File: config.mk
export PLATFORM = sky130hd
export DESIGN_NAME = seq_finder
export DESIGN_NICKNAME = d
export VERILOG_FILES = /design/src/rtl/seq_finder.sv
export SDC_FILE = /design/constraint.sdc
export NUM_CORES = 1
export LEC_CHECK = 0
export CAP_MARGIN = 25
export CORE_MARGIN = 2
export CORE_UTILIZATION = 58
export DETAILED_ROUTE_END_ITERATION = 10
export PLACE_DENSITY_LB_ADDON = 0.12
export SLEW_MARGIN = 25
export SYNTH_ARGS = -nofsm -noshare
export SYNTH_HDL_FRONTEND = slang
export SYNTH_SLANG_ARGS = --single-unit
File: constraint.sdc
create_clock -name clk -period 6 [get_ports clk]
set_clock_uncertainty 0.15 [all_clocks]
set_input_delay 1.5 -clock clk [delete_from_list [all_inputs] [get_ports clk]]
set_output_delay 1.5 -clock clk [all_outputs]
set_load 0.01 [all_outputs]
File: src/rtl/seq_finder.sv
// rtl/seq_finder.sv - serial pattern detector with configurable length, overlap and saturating match count
module seq_finder #(
  parameter  int MAX_LEN = 8,
  parameter  int CNT_W   = 8,
  localparam int LEN_W   = $clog2(MAX_LEN + 1)
) (
  input  logic               clk,
  input  logic               rst_n,
  input  logic               serial_in,
  input  logic               in_valid,
  input  logic               cfg_load,
  input  logic [MAX_LEN-1:0] pattern,
  input  logic [LEN_W-1:0]   pat_len,
  input  logic               overlap_en,
  input  logic               count_clr,
  output logic               sqce_found,
  output logic [CNT_W-1:0]   match_count,
  output logic               count_sat
);

  typedef enum logic [1:0] {IDLE, FILL, HUNT} state_t;

  state_t             state, state_nx;
  logic [MAX_LEN-1:0] hist, hist_nx;
  logic [MAX_LEN-1:0] cfg_pattern, cfg_pattern_nx;
  logic [MAX_LEN-1:0] len_mask;
  logic [LEN_W-1:0]   fill, fill_nx, fill_inc;
  logic [LEN_W-1:0]   cfg_len, cfg_len_nx, len_clamped;
  logic               cfg_overlap, cfg_overlap_nx;
  logic               match;
  logic [CNT_W-1:0]   count_nx;

  // Lengths beyond the history depth are treated as the full depth
  always_comb begin
    len_clamped = (pat_len > LEN_W'(MAX_LEN)) ? LEN_W'(MAX_LEN) : pat_len;
  end

  // Select the low cfg_len history bits that take part in the compare
  always_comb begin
    len_mask = '0;
    for (int i = 0; i < MAX_LEN; i++) begin
      len_mask[i] = (i < int'(cfg_len));
    end
  end

  // Fill count of fresh bits, saturating at the history depth
  always_comb begin
    fill_inc = (fill >= LEN_W'(MAX_LEN)) ? fill : fill + LEN_W'(1);
  end

  // Next-state: config load wins over data; match judged on the updated history
  always_comb begin
    state_nx       = state;
    hist_nx        = hist;
    fill_nx        = fill;
    cfg_pattern_nx = cfg_pattern;
    cfg_len_nx     = cfg_len;
    cfg_overlap_nx = cfg_overlap;
    match          = 1'b0;
    if (cfg_load) begin
      hist_nx        = '0;
      fill_nx        = '0;
      cfg_pattern_nx = pattern;
      cfg_len_nx     = len_clamped;
      cfg_overlap_nx = overlap_en;
      state_nx       = (len_clamped == '0) ? IDLE : FILL;
    end else if (in_valid) begin
      hist_nx = {hist[MAX_LEN-2:0], serial_in};
      fill_nx = fill_inc;
      if (state != IDLE) begin
        state_nx = (fill_inc >= cfg_len) ? HUNT : FILL;
        match    = (state_nx == HUNT) &&
                   ((hist_nx & len_mask) == (cfg_pattern & len_mask));
        if (match && !cfg_overlap) begin
          fill_nx  = '0;
          state_nx = FILL;
        end
      end
    end
  end

  // Match counter: clear wins over a simultaneous match, otherwise saturate
  always_comb begin
    count_nx = match_count;
    if (count_clr) begin
      count_nx = '0;
    end else if (match && !count_sat) begin
      count_nx = match_count + CNT_W'(1);
    end
  end

  assign count_sat = &match_count;

  // State, history, latched configuration and outputs
  always_ff @(posedge clk or negedge rst_n) begin
    if (!rst_n) begin
      state       <= IDLE;
      hist        <= '0;
      fill        <= '0;
      cfg_pattern <= '0;
      cfg_len     <= '0;
      cfg_overlap <= 1'b0;
      sqce_found  <= 1'b0;
      match_count <= '0;
    end else begin
      state       <= state_nx;
      hist        <= hist_nx;
      fill        <= fill_nx;
      cfg_pattern <= cfg_pattern_nx;
      cfg_len     <= cfg_len_nx;
      cfg_overlap <= cfg_overlap_nx;
      sqce_found  <= match;
      match_count <= count_nx;
    end
  end

endmodule

# --- After elaboration in Yosys (flattened, before gate mapping) ---
# Index checks and enable logic that the tools add are counted.
word_totals:
  rom_bits: 0
  regBits: 35
  memories: 0
  input_bits: 19
  latchBits: 0
  ram_bits: 0
op_classes:
  order_cmp: 11
  n_div: 0
  n_mul: 0
  reduce_logical: 12
  n_shift: 0
  n_addsub: 2
  muxes: 19
  bitwise_logic: 2
  eq_ne: 2
op_table:
  columns: ["cell", "n"]
  rows:
  - ["two-way mux 4 bit", 6]
  - ["AND 8 bit", 2]
  - ["less-than comparator 3 x 4 -> 1 bit, first input constant", 4]
  - ["two-way mux 8 bit", 2]
  - ["two-way mux 7 bit", 2]
  - ["two-way mux 2 bit", 5]
  - ["adder 8 x 1 -> 8 bit, second input constant", 1]
  - ["== test 8 bit", 1]
  - ["less-than comparator 1 x 4 -> 1 bit, first input constant", 2]
  - ["less-than comparator 2 x 4 -> 1 bit, first input constant", 2]
  - ["AND reduction 8 bit", 1]
  - ["nonzero test 2 bit", 4]
  - ["adder 4 x 1 -> 4 bit, second input constant", 1]
  - [">= comparator 4 bit", 1]
  - [">= comparator 4 bit, second input constant", 1]
  - ["greater-than comparator 4 bit, second input constant", 1]
  - ["zero test 4 bit", 1]
  - ["two-way mux 1 bit", 4]
  - ["logical AND 1 bit", 3]
  - ["== test 2 bit, second input constant", 1]
  - ["zero test 1 bit", 2]
  - ["AND reduction 2 bit", 1]

# --- Logic depth before layout (Yosys ltp) ---
# Gate-level depths: netlist (run 1).
depth:
  depth_word: 12
  depth_mapped: 10
  ltp_nobuf: 9

# --- Worst setup path after synthesis (run 1) ---
# Ideal clock, no wire load.
synth_timing:
  kind: "input-to-reg"
  start: "in in_valid"
  end: "reg match_count[7]"
  setup_slack_ps: 2795
  n_path_buf: 1
  cell_stages: 6
  setup_ps: 128
  arrival_ps: 2928
  path_cell_list: "buf_4 > inv_1 > nor3_1 > nand4_1 > nor4_4 > mux2_1"
synth_between:
  elab_chain_len: 4
synth_rtl:
  columns: ["item", "line", "rtl"]
  rows:
  - ["start, declared", "10", "input logic in_valid,"]
  - ["two-way mux 1 bit", "67", "end else if (in_valid) begin"]
  - ["two-way mux 1 bit", "60", "if (cfg_load) begin"]
  - ["logical AND 1 bit", "87", "end else if (match && !count_sat) begin"]
  - ["nonzero test 2 bit (no source line)", null, null]
  - ["end signal, assigned", "113", "match_count <= count_nx;"]
  - ["end, declared", "17", "output logic [CNT_W-1:0] match_count,"]
# No other way between the ends.
# A chain may end at the register's enable or synchronous reset.

# --- Worst setup path in the final report (run 1) ---
layout_timing:
  start: "in in_valid"
  end: "reg match_count[1]"
# The elaborated chain is that of the path after synthesis.

==> flow_summary.yaml, run 1 <==
logic_synthesis:
  synth.avg_cell_area_um2: 10.40
  syn_inst: 187
  synth_flop_cell: "dfrtp_1"
  yosys-top-cells-area: "dfrtp_1 (45%), mux2_2 (7.5%), ha_1 (4.5%)"
  synth_largest_area_cell: "dfrtp_1"
  syn-num-nets: 213
  synth-edff-count: 0
  ys_ff_latch: 35
  async_flop_share_pct: 100.0
  syn-cell-area_um2: 1944
  synth.distinct_cells: 41
  ys_seq_area_share_pct: 45.05
  yosysWarnings: 0
  synth_top_area_share_pct: 45.05
layout:
  n_fill_cell: 252
  fin_nets: 241
  finalNonFillerCells: 262
  multiInputGateArea_um2: 993.5
  insertedDiodeCount: 0
  register_area_um2: 875.8
  drive_gt1_share_pct: 13.43
  syn2layout_area_growth_pct: 18.92
timing:
  drv_slew: 0
  fmax_mhz: 238.4
  max_slew_margin_pct: 35.89
  period_minus_slack_ns: 4.195
  tns_ns: 0
  whs_ns: 0.3949
  setup_viol: 0
  rsz0062_at_grt: "false"
  setup_ws_ns: 1.805
  hold_viol_final: 0
  period_share_pct: 69.91
  worst_slew_pin_slew_ns: 0.9543
power_and_ir_drop:
  p_int_mw: 0.3334
  clockPowerShare_pct: 26.3
  seq_power_share_pct: 54.8
  p_sw_mw: 0.1426
  p_leak_nw: 0.9681
  combinationalPowerShare_pct: 18.9
  vdd_drop_max_mv: 0.1516
  sw_frac_of_total_pct: 29.95
  pwr_density_cell_nw_per_um2: 205.9
  power_mw: 0.4760
critical_path:
  path_class: "primary input to flip-flop"
  r2r_cells: 10
  startpoint_type: "primary input"
  crit_path_end_kind: "flip-flop"
  cp.arrival_ns: 4.32
  cp_max_fo: 15
  critPathRequiredTime_ns: 6.12
worst_hold_path:
  whs_path_depth: 1
  worstHoldPathType: "flip-flop to flip-flop"
floorplanning:
  die_area_um2: 3832
  initial_core_util_pct: 59.20
  io-pin-count: 29
  placementRows: 21
  die_h_um: 61.90
  die-width_um: 61.90
  core_um2: 3284
route:
  ant_nets: 0
  dr.first_iter.drc_count: 97
  vias: 1525
  wire_per_inst_um: 14.72
  drc: 0
  wl_um: 3857
  dr.pass1.iters: 5
  vias_per_cell: 5.821
placed_design:
  hpwl_um: 2816
  io_buffers: 28
  gp_congestion: 0.7599
  dp_slack_ns: 1.487
  placed_cells: 254
global_route:
  first_global_vias: 1339
  grt.total_usage_pct: 22.35
  grt_pass1_wl_um: 6216
  antenna_found_initial: 0
  grt_overflow: 0
  grt_max_degree: 36
clock_tree:
  cts_buffers: 5
  tritoncts: "done"
  postCtsSetupBuffers: 0
  cts_resized: 0
  cts-root-buf: "clkbuf_4"
  cts_sinks: 35
  clk_pin_slew_ns: 0.11
  hold_buffers: 0
  clock_path_buffers: 2
  clock_latency_ns: 0.35
  cts.htree.levels: 2
flow_run:
  maxCapViolCount: 0
run_status:
  outcome: "complete, no violations"
## per-layer routing
layer	GRT usage [%]	part of all wire [%]	vias up	routed length, µm
met5	0	0	-	0
met4	8.207	1.8	0	70
met3	6.418	5.0	7	193
met2	33.38	47	49	1801
met1	31.04	46	732	1791
li1	-	-	737	-
## cell families after synthesis
| logic type | count (synthesis) | share of synthesized area (%) |
|---|---|---|
| compound gates | 37 | 11.97 |
| xor+xnor | 10 | 4.505 |
| fa+ha+maj | 7 | 4.504 |
| buf+inv | 18 | 3.861 |
| flops | 35 | 45.05 |
| mux | 21 | 11.71 |
| simple gates | 59 | 18.40 |
## Yosys cell counts (3+ instances only)
cell      instances
a211oi_1          3
a21oi_1          13
clkbuf_1          8
dfrtp_1          35
ha_1              7
inv_1             8
mux2_2           13
mux2i_1           7
nand2_1           6
nand3b_1          4
nand4_1           6
nor2_1           14
nor2b_1           5
nor3_1            5
nor4_1            3
o21ai_0           7
o31ai_1           5
or4_1             3
xnor2_1           9
## cell usage in the layout (no fill, tap or decap), types with 2 or more instances in the layout
cell type	count
o21ai_0	7
clkinv_2	3
nor2_1	14
buf_4	3
dfrtp_1	35
a211oi_1	3
or4_1	3
a21o_1	2
clkbuf_4	5
mux2i_1	7
nor3_1	5
clkdlybuf4s50_1	28
xnor2_1	9
nor4_1	3
ha_1	7
a21oi_1	13
nand2b_1	2
o22ai_1	2
nand4_1	6
o31ai_1	5
nand2_1	6
nand3b_1	4
inv_1	8
mux2_2	13
nor2b_1	5
## power by group through the flow
stage / clock [mW] / combinational [mW] / sequential [mW]
finish: 0.125 / 0.0900 / 0.261
global route: 0.143 / 0.0994 / 0.263
CTS: 0.128 / 0.0909 / 0.261
detailed placement: 0 / 0.0906 / 0.266
global placement: 0 / 0.0839 / 0.265
floorplan: 0 / 0.0599 / 0.262
## cell type report
cell class | instances | area share, %
clock buffer | 5 | 1.623
clock inverter | 3 | 0.6493
inverter | 8 | 1.299
multi-input combinational | 134 | 42.97
sequential | 35 | 37.88
tap | 46 | 2.489
timing repair buffer | 31 | 13.10
## worst max-delay path, stage by stage
cell             delay, ns
clkdlybuf4s50_1       0.92
inv_1                 0.20
nor3_1                0.81
nand2_1               0.22
or4b_1                0.51
a21oi_1               0.13
## state kept, by name, summed over array words and instances (netlist names)
register     cells
cfg_len          4
fill             4
cfg_pattern      8
state            2
match_count      8
cfg_overlap      1
hist             7
sqce_found       1
## path summary, 6_finish.rpt
| check | startpoint | end | slack [ns] |
|---|---|---|---|
| setup / recovery | in_valid | match_count[1]$_DFFE_PN0P_ | 1.81 |
| hold / removal | cfg_pattern[0]$_DFFE_PN0P_ | cfg_pattern[0]$_DFFE_PN0P_ | 0.39 |
| setup reg to reg | fill[0]$_DFFE_PN0P_ | match_count[7]$_DFFE_PN0P_ | 3.00 |
| hold reg to reg | cfg_pattern[0]$_DFFE_PN0P_ | cfg_pattern[0]$_DFFE_PN0P_ | 0.39 |
| max in group asynchronous | rst_n | hist[5]$_DFFE_PN0P_ | 3.99 |
| min in group asynchronous | rst_n | match_count[0]$_DFFE_PN0P_ | 1.41 |
## through the flow
stage,util (%),area (µm²)
after global routing,70.40,2312
after floorplan,-,1944
final,70.40,2312
after global placement,68.57,2252
after CTS,70.40,2312
after detailed placement,68.80,2260
(Power assumes the default switching activity.)
==> inputs of run 2 (changes only) <==
CORE_UTILIZATION = 54   (was 58)
clock period = 4.3 ns   (was 6 ns; I/O delays follow)
==> run 2 against run 1 <==
Sequential power increased by 39%. Total power increased by 40%. Die area increased by 6.9%. Via count increased by 1.1%. Core utilization decreased by 1.8 points. Worst setup slack got worse by 0.87 ns.
==> flow_summary.yaml, run 2 (synthesized netlist as in run 1, its figures left out) <==
critical_path:
  path_class: "flip-flop to output port"
  critPathRequiredTime_ns: 3.07
  cpMaxStageDelayCell: "clkdlybuf4s50_1"
  cp_max_fo: 6
  crit_path_max_incr_delay_ns: 0.57
  cp.arrival_ns: 2.14
  startpoint_type: "flip-flop"
  path_cells: "and4_1 > nand4_1 > inv_1 > clkdlybuf4s50_1"
  crit_path_end_kind: "output port"
layout:
  finalNonFillerCells: 264
  final_cell_mix: "dfrtp_1 (35), clkdlybuf4s50_1 (28), nor2_1 (14)"
  fin_util_pct: 68.59
  layout_commonest_cell: "dfrtp_1"
  insertedDiodeCount: 0
  fin_nets: 243
  n_fill_cell: 278
  fin_area_um2: 2325
  drive_gt1_share_pct: 13.30
  syn2layout_area_growth_pct: 19.56
  register_area_um2: 875.8
  top_regs: "cfg_pattern (8), match_count (8), hist (7)"
  multiInputGateArea_um2: 993.5
timing:
  period_share_pct: 78.32
  drv_slew: 0
  period_minus_slack_ns: 3.368
  fmax_mhz: 296.9
  worst_slew_pin_slew_ns: 0.5261
  setup_ws_ns: 0.9320
  hold_viol_final: 0
  whs_ns: 0.3881
  tns_ns: 0
  setup_viol: 0
  rsz0062_at_grt: "false"
  max_slew_margin_pct: 64.93
floorplanning:
  die_area_um2: 4097
  die-width_um: 64.01
  io-pin-count: 29
  initial_core_util_pct: 57.36
  die_h_um: 64.01
  placementRows: 21
  core_um2: 3390
power_and_ir_drop:
  pwr_density_cell_nw_per_um2: 285.9
  power_mw: 0.6647
  vdd_drop_max_mv: 0.1968
  p_leak_nw: 0.9727
  sw_frac_of_total_pct: 29.34
  seq_power_share_pct: 54.8
  combinationalPowerShare_pct: 19.3
  clockPowerShare_pct: 25.9
  p_int_mw: 0.4696
  p_sw_mw: 0.1950
route:
  vias_per_cell: 5.841
  vias: 1542
  ant_nets: 0
  dr.first_iter.drc_count: 128
  wire_per_inst_um: 15.58
  drc: 0
  dr.pass1.iters: 6
  wl_um: 4112
clock_tree:
  clock_latency_ns: 0.34
  tritoncts: "done"
  postCtsSetupBuffers: 0
  clock_path_buffers: 2
  cts_resized: 0
  cts-root-buf: "clkbuf_4"
  cts_buffers: 5
  clk_pin_slew_ns: 0.11
  hold_buffers: 0
  cts_sinks: 35
  cts.htree.levels: 2
global_route:
  first_global_vias: 1643
  grt_overflow: 0
  grt_max_degree: 36
  grt_pass1_wl_um: 7231
  antenna_found_initial: 0
  grt.total_usage_pct: 22.61
placed_design:
  placed_cell_area_um2: 2275
  hpwl_um: 2919
  placed_cells: 256
  dp_slack_ns: 1.023
  io_buffers: 28
  gp_congestion: 0.8399
worst_hold_path:
  worstHoldPathType: "flip-flop to flip-flop"
flow_run:
  maxCapViolCount: 0
run_status:
  outcome: "complete, no violations"
==> run 2: routing by layer <==
layer	GRT usage (%)	vias to the layer above	wire length, µm
li1	-	742	-
met1	28.55	745	1839
met5	0	-	0
met3	6.162	6	196
met4	7.065	0	42
met2	37.63	49	2033
==> run 2: final cells by class <==
class | count | area share [%]
Multi-Input combinational cell | 134 | 42.73
Sequential cell | 35 | 37.67
Timing Repair Buffer | 33 | 13.67
Tap cell | 46 | 2.476
Clock buffer | 7 | 1.938
Inverter | 8 | 1.292
Clock inverter | 1 | 0.2153
==> run 2: path summary, 6_finish.rpt <==
kind                            slack [ns]                       start                          to  cells after the start
worst min-delay path                  0.39  cfg_pattern[0]$_DFFE_PN0P_  cfg_pattern[0]$_DFFE_PN0P_                      1
worst max-delay path                  0.93  match_count[3]$_DFFE_PN0P_                   count_sat                      4
max in group asynchronous             2.70                       rst_n  match_count[4]$_DFFE_PN0P_                      2
worst max register to register        1.54         fill[0]$_DFFE_PN0P_  match_count[4]$_DFFE_PN0P_                     10
worst min register to register        0.39  cfg_pattern[0]$_DFFE_PN0P_  cfg_pattern[0]$_DFFE_PN0P_                      1
min in group asynchronous             0.98                       rst_n         fill[0]$_DFFE_PN0P_                      2
==> run 2: critical path: cells and delay by family, from the launching register on <==
family                 cells  cell delay (ns)
buffers and inverters      2             0.80
AND/OR/NAND/NOR            2             0.56
flip-flops                 1             0.45
==> run 2: power groups by stage <==
| stage | clock (mW) | sequential, mW | combinational [mW] |
|---|---|---|---|
| 2_1_floorplan | 0 | 0.366 | 0.0836 |
| 3_3_place_gp | 0 | 0.369 | 0.123 |
| 3_5_place_dp | 0 | 0.371 | 0.128 |
| 4_1_cts | 0.178 | 0.364 | 0.129 |
| 5_1_grt | 0.194 | 0.367 | 0.143 |
| 6_report | 0.172 | 0.364 | 0.128 |
==> inputs of run 3 (changes only) <==
clock period = 3.3 ns   (was 4.3 ns; I/O delays follow)
==> run 3 against run 2 <==
Worst setup slack lost 0.71 ns. Cell area grew 1.4%. Sequential power grew 30%. Clock power grew 89%. Total power grew 45%. Sequential share of layout area shrank 0.52 points. Final cell count shrank 0.38%. Sequential cell count is the same. Critical path depth is the same. Worst hold slack gained 0.011 ns. Wire length shrank 3.8%. Register-to-register slack lost 1.1 ns. Critical path type unchanged. Highest routed layer unchanged.
==> flow_summary.yaml, run 3 (synthesized netlist as in run 1, its figures left out) <==
run_status:
  outcome: "complete, no violations"
route:
  dr.pass1.iters: 4
  dr.first_iter.drc_count: 79
  drc: 0
  ant_nets: 0
  vias: 1510
  vias_per_cell: 5.741
  wire_per_inst_um: 15.03
  wl_um: 3954
layout:
  finalNonFillerCells: 263
  n_fill_cell: 276
  fin_nets: 242
  layout_commonest_cell: "dfrtp_1"
  fin_area_um2: 2357
  syn2layout_area_growth_pct: 21.24
  final_cell_mix: "dfrtp_1 (35), clkdlybuf4s50_1 (28), nor2_1 (14)"
  top_regs: "cfg_pattern (8), match_count (8), hist (7)"
  drive_gt1_share_pct: 14.29
  insertedDiodeCount: 0
timing:
  period_share_pct: 93.13
  hold_viol_final: 0
  whs_ns: 0.3990
  drv_slew: 0
  setup_viol: 0
  fmax_mhz: 325.4
  rsz0062_at_grt: "false"
  period_minus_slack_ns: 3.073
  max_slew_margin_pct: 55.45
  tns_ns: 0
  worst_slew_pin_slew_ns: 0.6683
critical_path:
  path_class: "flip-flop to output port"
  critPathRequiredTime_ns: 2.32
  crit_path_max_incr_delay_ns: 0.57
  path_cells: "and4_1 > nand4_1 > inv_1 > clkdlybuf4s50_1"
  cp_max_fo: 7
  cpMaxStageDelayCell: "clkdlybuf4s50_1"
  startpoint_type: "flip-flop"
  crit_path_end_kind: "output port"
  cp.arrival_ns: 2.10
placed_design:
  io_buffers: 28
  placed_cells: 255
  gp_congestion: 0.8875
  placed_cell_area_um2: 2267
  hpwl_um: 2822
power_and_ir_drop:
  power_mw: 0.9619
  pwr_density_cell_nw_per_um2: 408.1
  p_leak_nw: 0.9877
  vdd_drop_max_mv: 0.2666
flow_run:
  maxCapViolCount: 0
global_route:
  grt_max_degree: 36
  grt_overflow: 0
  grt.total_usage_pct: 22.24
  first_global_vias: 1561
  antenna_found_initial: 0
  grt_pass1_wl_um: 7148
floorplanning:
  core_um2: 3390
  io-pin-count: 29
  initial_core_util_pct: 57.36
  placementRows: 21
  die_h_um: 64.01
  die_area_um2: 4097
  die-width_um: 64.01
clock_tree:
  clock_latency_ns: 0.33
  cts_sinks: 35
  tritoncts: "done"
  cts_buffers: 5
  clk_pin_slew_ns: 0.11
  cts_resized: 0
  cts.htree.levels: 2
  clock_path_buffers: 2
  postCtsSetupBuffers: 0
  hold_buffers: 0
  cts-root-buf: "clkbuf_4"
worst_hold_path:
  worstHoldPathType: "flip-flop to flip-flop"
-- run 3: metal layers --
| metal | global-route usage, % | wire length, µm | up-vias | share of wire, % |
|---|---|---|---|---|
| met1 | 29.26 | 1820 | 730 | 46 |
| li1 | - | - | 738 | - |
| met2 | 36.46 | 1920 | 40 | 49 |
| met3 | 4.577 | 181 | 2 | 4.6 |
| met5 | 0 | 0 | - | 0 |
| met4 | 7.609 | 31 | 0 | 0.78 |
-- run 3: cell type report --
type	count	area (µm²)	share of cell area, %
multi-input combinational	134	997.2	42.30
sequential	35	875.8	37.16
tap	46	57.56	2.442
clock inverter	2	35.03	1.486
timing repair buffer	32	310.3	13.16
inverter	8	30.03	1.274
clock buffer	6	51.30	2.176
-- run 3: path summary, 6_finish.rpt --
kind	start	slack, ns	cells after the start	to
max	match_count[2]$_DFFE_PN0P_	0.23	4	count_sat
max reg2reg	fill[0]$_DFFE_PN0P_	0.47	9	match_count[6]$_DFFE_PN0P_
min reg2reg	cfg_pattern[5]$_DFFE_PN0P_	0.40	1	cfg_pattern[5]$_DFFE_PN0P_
max in group asynchronous	rst_n	1.94	2	match_count[3]$_DFFE_PN0P_
min	cfg_pattern[5]$_DFFE_PN0P_	0.40	1	cfg_pattern[5]$_DFFE_PN0P_
min in group asynchronous	rst_n	0.73	2	fill[3]$_DFFE_PN0P_
-- run 3: power breakdown --
part           leakage (nW)  internal (mW)  switching (mW)
sequential            0.457          0.451          0.0235
combinational         0.482         0.0751          0.0880
clock                0.0482          0.179           0.145
total                 0.988          0.705           0.257
-- run 3: through the flow --
step	utilization, %	setup slack [ns]
final	69.55	0.2265
after global placement	66.89	0.2605
after floorplan	-	0.6264
after detailed placement	66.89	0.1195
after CTS	69.44	0.1253
after global routing	69.55	0.1068
-- run 3: critical path, delay by kind of cell, from the launching register on --
kind / cells / cell delay (ns)
flops: 1 / 0.46
simple gates: 2 / 0.53
buf+inv: 2 / 0.79
